$ cat config.mk
export PLATFORM = sky130hd
export DESIGN_NAME = serial_add_flat
export DESIGN_NICKNAME = d
export VERILOG_FILES = /design/src/rtl/serial_add_pkg.sv /design/src/rtl/serial_add_if.sv /design/src/rtl/full_add.sv /design/src/rtl/serial_add.sv /design/src/flat_wrapper.sv
export SDC_FILE = /design/constraint.sdc
export NUM_CORES = 1
export LEC_CHECK = 0
export ABC_AREA = 1
export BUFFER_PORTS_ARGS = -buffer_cell sky130_fd_sc_hd__buf_2
export CAP_MARGIN = 10
export CORE_ASPECT_RATIO = 0.75
export CORE_UTILIZATION = 30
export DETAILED_ROUTE_END_ITERATION = 6
export HOLD_SLACK_MARGIN = 0.03
export PLACE_DENSITY_LB_ADDON = 0.05
export SLEW_MARGIN = 20
export SYNTH_ARGS = -nofsm -noshare
export SYNTH_HDL_FRONTEND = slang
export SYNTH_SLANG_ARGS = --single-unit
$ cat constraint.sdc
create_clock -name clk -period 1.58 [get_ports clk]
set_clock_uncertainty 0.1 [all_clocks]
set_input_delay 0.079 -clock clk [delete_from_list [all_inputs] [get_ports clk]]
set_output_delay 0.079 -clock clk [all_outputs]
set_load 0.05 [all_outputs]
$ cat src/rtl/serial_add_pkg.sv
// Shared types and constants for the bit-serial adder.
package serial_add_pkg;

    typedef enum logic {
        IDLE = 1'b0,
        RUN  = 1'b1
    } serial_add_state_t;

    localparam int SERIAL_ADD_DEFAULT_WIDTH = 8;

endpackage

$ cat src/rtl/serial_add_if.sv
// Request/result bundle for serial_add.
// The ovf signal exists only when SERIAL_ADD_OVF_EN is defined.
interface serial_add_if #(
    parameter int WIDTH = serial_add_pkg::SERIAL_ADD_DEFAULT_WIDTH
);
    logic             start;
    logic [WIDTH-1:0] a;
    logic [WIDTH-1:0] b;
    logic             cin;
    logic             busy;
    logic             done;
    logic [WIDTH-1:0] sum;
    logic             cout;
`ifdef SERIAL_ADD_OVF_EN
    logic             ovf;

    modport master (output start, a, b, cin, input busy, done, sum, cout, ovf);
    modport slave  (input start, a, b, cin, output busy, done, sum, cout, ovf);
`else
    modport master (output start, a, b, cin, input busy, done, sum, cout);
    modport slave  (input start, a, b, cin, output busy, done, sum, cout);
`endif
endinterface

$ cat src/rtl/full_add.sv
// Single-bit full adder cell.
module full_add (
    input  logic a,
    input  logic b,
    input  logic c,
    output logic sum,
    output logic carry
);
    assign sum   = a ^ b ^ c;
    assign carry = (a & b) | (c & (a ^ b));
endmodule

$ cat src/rtl/serial_add.sv
// Bit-serial ripple adder: one full_add cell, LSB first, WIDTH+1 cycles per add.
// Optional signed-overflow output enabled by defining SERIAL_ADD_OVF_EN.
module serial_add
    import serial_add_pkg::*;
#(
    parameter int WIDTH = SERIAL_ADD_DEFAULT_WIDTH
) (
    input logic           clk,
    input logic           rst_n,
    serial_add_if.slave   bus
);
    localparam int CW = (WIDTH > 1) ? $clog2(WIDTH) : 1;
    localparam logic [CW-1:0] LAST = CW'(WIDTH - 1);

    serial_add_state_t state;
    logic [WIDTH-1:0]  sa;
    logic [WIDTH-1:0]  sb;
    logic [WIDTH-1:0]  sacc;
    logic              carry;
    logic [CW-1:0]     cnt;
    logic              busy_q;
    logic              done_q;
    logic [WIDTH-1:0]  sum_q;
    logic              cout_q;
    logic              fa_sum;
    logic              fa_carry;

    full_add u_fa (
        .a     (sa[0]),
        .b     (sb[0]),
        .c     (carry),
        .sum   (fa_sum),
        .carry (fa_carry)
    );

`ifdef SERIAL_ADD_OVF_EN
    // Carry into the MSB, captured alongside the final carry-out.
    logic cmsb;

    always_ff @(posedge clk or negedge rst_n) begin
        if (!rst_n) begin
            cmsb <= 1'b0;
        end else if (state == RUN && cnt == LAST) begin
            cmsb <= carry;
        end
    end

    assign bus.ovf = cmsb ^ cout_q;
`endif

    always_ff @(posedge clk or negedge rst_n) begin
        if (!rst_n) begin
            state  <= IDLE;
            sa     <= '0;
            sb     <= '0;
            sacc   <= '0;
            carry  <= 1'b0;
            cnt    <= '0;
            busy_q <= 1'b0;
            done_q <= 1'b0;
            sum_q  <= '0;
            cout_q <= 1'b0;
        end else begin
            case (state)
                IDLE: begin
                    done_q <= 1'b0;
                    if (bus.start) begin
                        sa     <= bus.a;
                        sb     <= bus.b;
                        carry  <= bus.cin;
                        cnt    <= '0;
                        busy_q <= 1'b1;
                        state  <= RUN;
                    end
                end
                RUN: begin
                    carry <= fa_carry;
                    sacc  <= {fa_sum, sacc[WIDTH-1:1]};
                    sa    <= sa >> 1;
                    sb    <= sb >> 1;
                    cnt   <= cnt + 1'b1;
                    if (cnt == LAST) begin
                        sum_q  <= {fa_sum, sacc[WIDTH-1:1]};
                        cout_q <= fa_carry;
                        done_q <= 1'b1;
                        busy_q <= 1'b0;
                        state  <= IDLE;
                    end
                end
                default: state <= IDLE;
            endcase
        end
    end

    assign bus.busy = busy_q;
    assign bus.done = done_q;
    assign bus.sum  = sum_q;
    assign bus.cout = cout_q;

endmodule

$ cat src/flat_wrapper.sv
// flat-port wrapper written by rule: the top's interface ports become plain ports
module serial_add_flat import serial_add_pkg::*;
#(
    parameter int WIDTH = SERIAL_ADD_DEFAULT_WIDTH
)
  (clk, rst_n, bus_start, bus_a, bus_b, bus_cin, bus_busy, bus_done, bus_sum, bus_cout);
  serial_add_if #(.WIDTH(WIDTH)) bus_i ();
  input logic clk;
  input logic rst_n;
  input wire logic [$bits(bus_i.start)-1:0] bus_start;
  input wire logic [$bits(bus_i.a)-1:0] bus_a;
  input wire logic [$bits(bus_i.b)-1:0] bus_b;
  input wire logic [$bits(bus_i.cin)-1:0] bus_cin;
  output wire logic [$bits(bus_i.busy)-1:0] bus_busy;
  output wire logic [$bits(bus_i.done)-1:0] bus_done;
  output wire logic [$bits(bus_i.sum)-1:0] bus_sum;
  output wire logic [$bits(bus_i.cout)-1:0] bus_cout;
  assign bus_i.start = bus_start;
  assign bus_i.a = bus_a;
  assign bus_i.b = bus_b;
  assign bus_i.cin = bus_cin;
  assign bus_busy = bus_i.busy;
  assign bus_done = bus_i.done;
  assign bus_sum = bus_i.sum;
  assign bus_cout = bus_i.cout;
  serial_add #(.WIDTH(WIDTH)) u_core (.clk(clk), .rst_n(rst_n), .bus(bus_i));
endmodule
### Yosys cells after proc, flatten, opt, wreduce, memory -nomap -nowiden

Index checks and enable logic that the tools add are counted.

| storage, ports and cells | value |
|---|---|
| word-level logic and storage cells | 38 |
| input bits | 20 |
| bits in registers | 40 |

| operators by class | value |
|---|---|
| bitwise logic cells | 6 |
| mux-type cells | 16 |
| reductions and logical operators | 2 |
| eq/ne operators | 3 |
| $add $sub $neg | 1 |

Operators by type and width:

| cell | count |
|---|---|
| 8-bit one-hot mux with 2 select lines | 2 |
| 8-bit 2-to-1 mux | 2 |
| 1-bit one-hot mux with 2 select lines | 4 |
| 1-bit 2-to-1 mux | 6 |
| 3-bit one-hot mux with 2 select lines | 1 |
| 2-bit inequality test (second input constant) | 2 |
| 2-bit AND reduction | 2 |
| 3-bit by 1-bit adder with 3-bit output (second input constant) | 1 |
| 3-bit equality test (second input constant) | 1 |
| 3-bit 2-to-1 mux | 1 |
| 1-bit bitwise AND | 2 |
| 1-bit bitwise XOR | 2 |
| 1-bit inverter | 1 |
| 1-bit bitwise OR | 1 |

### Logic depth before layout (Yosys ltp)

| depth | value |
|---|---|
| depth after elaboration | 4 |
| gate-level depth with buffers | 6 |

### Hierarchy

A second synthesis with hierarchy kept.

| unflattened totals | value |
|---|---|
| cells, all modules | 179 |
| area, all modules | 1732.9 µm² |

Modules (own cells, without submodules):

| module | cells an instance | instances | area an instance (µm²) |
|---|---|---|---|
| serial_add | 178 | 1 | 1712.9 |
| full_add | 1 | 1 | 20.0 |

### Least setup slack after synthesis

No wires, ideal clock.

| timing | value |
|---|---|
| kind | register to register |
| start point | register u_core.cnt[0] |
| end point | register u_core.sum_q[6] (netlist: u_core.bus.sum[6]) |
| arrival time | 1.211 ns |
| stages on the path, launching flop included | 7 |
| path slack | 0.195 ns |
| path through | dfrtp_1 > ha_1 > ha_1 > nand2_4 > buf_6 > nand2_1 > o21ai_2 |

| between the ends | value |
|---|---|
| cells in the longest elaborated chain, start to end | 2 |

Ends and longest elaborated chain:

| item | RTL line | RTL |
|---|---|---|
| start: declaration | serial_add.sv:20 | `logic [CW-1:0] cnt;` |
| start signal: assignment | serial_add.sv:81 | `cnt <= cnt + 1'b1;` |
| 3-bit equality test | serial_add.sv:82 | `if (cnt == LAST) begin` |
| 2-bit AND reduction (no line) | - |  |
| end signal: assignment | serial_add.sv:83 | `sum_q <= {fa_sum, sacc[WIDTH-1:1]};` |
| end: declaration | serial_add.sv:23 | `logic [WIDTH-1:0] sum_q;` |

No other way between the ends.
A chain may end at the register's enable or synchronous reset.

### Final worst setup path

| timing | value |
|---|---|
| start point | register u_core.cnt[0] |
| end point | register u_core.sum_q[2] (netlist: u_core.bus.sum[2]) |

Same word-level chain as after synthesis.

==> out/results.txt <==
Die height = 67.6 um
Vias/cell = 4.39
Post-synth top area cell = dfrtp_1
Max frequency = 0.694 GHz
Synth Register Bits = 39
CP startpoint kind = flop
Syn Nets = 203
Total CTS buffers = 5
Worst R2R Start = u_core.cnt[0]
Status = completed
Nets = 254
Port bufs = 30
Post-DRT Antenna Nets = 0
GRT Total Usage = 13.8%
Std-Cell Core Area = 5440 um2
Post-layout util = 40.7%
Final setup vio count = 0
Rows = 23
Crit path required time = 1.69 ns
Largest net degree at the start of global routing = 22
Routed via count = 1338
GR Overflow Total = 0
# clock sinks = 39
Post-CTS Setup Bufs = 0
1st-pass router iterations = 4
# IOs = 31
Mapped Cells = 179
CP Launch Point = u_core.cnt[0]
Layout cells sized above 1 = 23.5%
Worst slack at placement = 0.144 ns
Leak pwr = 0.00111 uW
First-pass GRT wire length = 6090 um
Hold path start = bus_start
GP Congestion = 0.712
Max-slew headroom = 66.0%
Diode count = 0
Initial Util = 31.7%
Period utilization = 91.2%
CP Class = flop to flop
Setup TNS = 0 ns
Clock Path Buffers = 2
Synthesis-to-layout area growth = 28.6%
Vias in the first global route = 1282
Worst Setup End Kind = flop
Worst-path clk slew = 0.08 ns
Min-Delay Path Class = input pin to flop
Pwr dens = 1870 nW/um2
H-tree levels = 2
Worst VDD drop = 0.653 mV
Share of the synthesized area in the top cell type = 56.7%
Number of antenna violations at the first check in global routing = 0
Mean routed wirelength per cell = 11.9 um
Max Cap Viol = 0
Die X = 89.5 um
Mapped Avg Cell Area = 9.62 um2
Measured slew at the worst slew-check pin = 0.511 ns
Total wire length = 3620 um
DR iter-0 viols = 90
Root buffer cell = clkbuf_8
RSZ-0062 raised after global routing = false
Die Area = 6050 um2
Seq/Total Area, Yosys = 56.7%
Worst-Skew Late Latency = 0.29 ns
Synth cell types = 16
Arrival time at the worst endpoint = 1.55 ns
Synth top area cells = dfrtp_1, nand2_1, nand3_1
CTS tree = done
Layout fillers = 542
Hpwl dp = 2470 um
# DRC = 0
Mapped cell area = 1720 um2
Fin crit period = 1.44 ns
Slew Limit Fails = 0
Final hold violation count = 0
Ys Warns = 0
CP Max Fanout = 16
Final setup margin = 0.140 ns
Post-route total power = 4130 uW
==> power by group <==
part | total, uW | internal, uW | switching (uW)
registers | 1680 | 1420 | 259
clock network | 800 | 463 | 337
logic | 1650 | 545 | 1110
==> worst max-delay path, cell delays in order, from the launching register on <==
cell     delay, ns
dfrtp_1       0.41
ha_1          0.23
ha_1          0.25
nand2_4       0.21
nand2_1       0.10
o21ai_2       0.06
==> layer usage <==
| layer | up-vias | track usage (%) | part of all wire (%) |
|---|---|---|---|
| li1 | 677 | - | - |
| met1 | 636 | 19.2 | 52 |
| met2 | 21 | 20.2 | 43 |
| met3 | 4 | 4.16 | 3.9 |
| met4 | 0 | 5.36 | 0.94 |
| met5 | - | 0 | 0 |
==> stage by stage <==
stage                     instances  hold WS [ns]  area [um2]
after CTS                       305        0.0520        2210
final                           305        0.0557        2210
after global routing            305        0.0682        2210
after global placement          280       -0.0235        1930
after detailed placement        280       -0.0190        1930
after floorplan                 179        -0.317        1720
==> cell families after synthesis <==
| logic type | Yosys count | synth area share, % |
|---|---|---|
| and+or+nand+nor | 101 | 25.4 |
| AOI/OAI and AO/OA | 16 | 6.40 |
| DFF | 39 | 56.7 |
| buffers and inverters | 19 | 8.21 |
| adders and majority gates | 4 | 3.34 |
==> synth_stat cells (all sizes together) <==
master	count
dfrtp	39
fa	1
nor2	3
o21ai	16
nand2	64
buf	10
inv	8
ha	3
nand3	34
clkbuf	1
==> repair_timing <==
| action | 4_1_cts | 5_1_grt |
|---|---|---|
| gates resized for setup | 0 | 0 |
| endpoints found under the hold margin | 44 | 0 |
| hold buffers | 18 | 0 |
==> flip-flops by register name (all words and copies together), names as in the netlist <==
| signal | flops |
|---|---|
| u_core.bus.busy | 1 |
| u_core.cnt | 3 |
| u_core.bus.sum | 8 |
| u_core.bus.cout | 1 |
| u_core.sb | 8 |
| u_core.sa | 8 |
| u_core.state | 1 |
| u_core.bus.done | 1 |
| u_core.sacc | 7 |
| u_core.carry | 1 |
==> layout make-up <==
type,count,area [um2],share of cell area [%]
Multi-Input combinational cell,121,604,27.3
Tap cell,75,93.8,4.24
Sequential cell,39,976,44.1
Clock buffer,6,72.6,3.28
Clock inverter,1,30.0,1.36
Inverter,8,30.0,1.36
Timing Repair Buffer,55,408,18.4
==> final timing paths <==
kind	endpoint	slack (ns)	depth (start not counted)
setup / recovery	u_core.bus.sum[2]	0.14	5
hold / removal	u_core.sa[7]	0.06	3
setup reg to reg	u_core.bus.sum[2]	0.14	5
hold reg to reg	u_core.bus.busy	0.37	2
max in group asynchronous	u_core.bus.busy	0.69	3
min in group asynchronous	u_core.sa[3]	0.19	2
==> layout by cell type, fill, tap and decap left out <==
| master | Yosys | final |
|---|---|---|
| clkbuf_8 | 1 | 5 |
| buf_4 | 4 | 5 |
| o21ai_1 | 1 | 1 |
| fa_1 | 1 | 1 |
| nand2_4 | 1 | 1 |
| nand2_1 | 63 | 63 |
| buf_12 | 0 | 2 |
| nor2_1 | 2 | 2 |
| buf_2 | 0 | 30 |
| dfrtp_1 | 39 | 39 |
| o21ai_2 | 8 | 8 |
| clkbuf_1 | 0 | 1 |
| bufinv_16 | 0 | 1 |
| nand3_1 | 34 | 34 |
| inv_1 | 7 | 7 |
| inv_2 | 1 | 1 |
| o21ai_0 | 7 | 7 |
| ha_1 | 3 | 3 |
| nor2_4 | 1 | 1 |
| dlygate4sd3_1 | 0 | 18 |
Power figures use the tool's default switching activity.
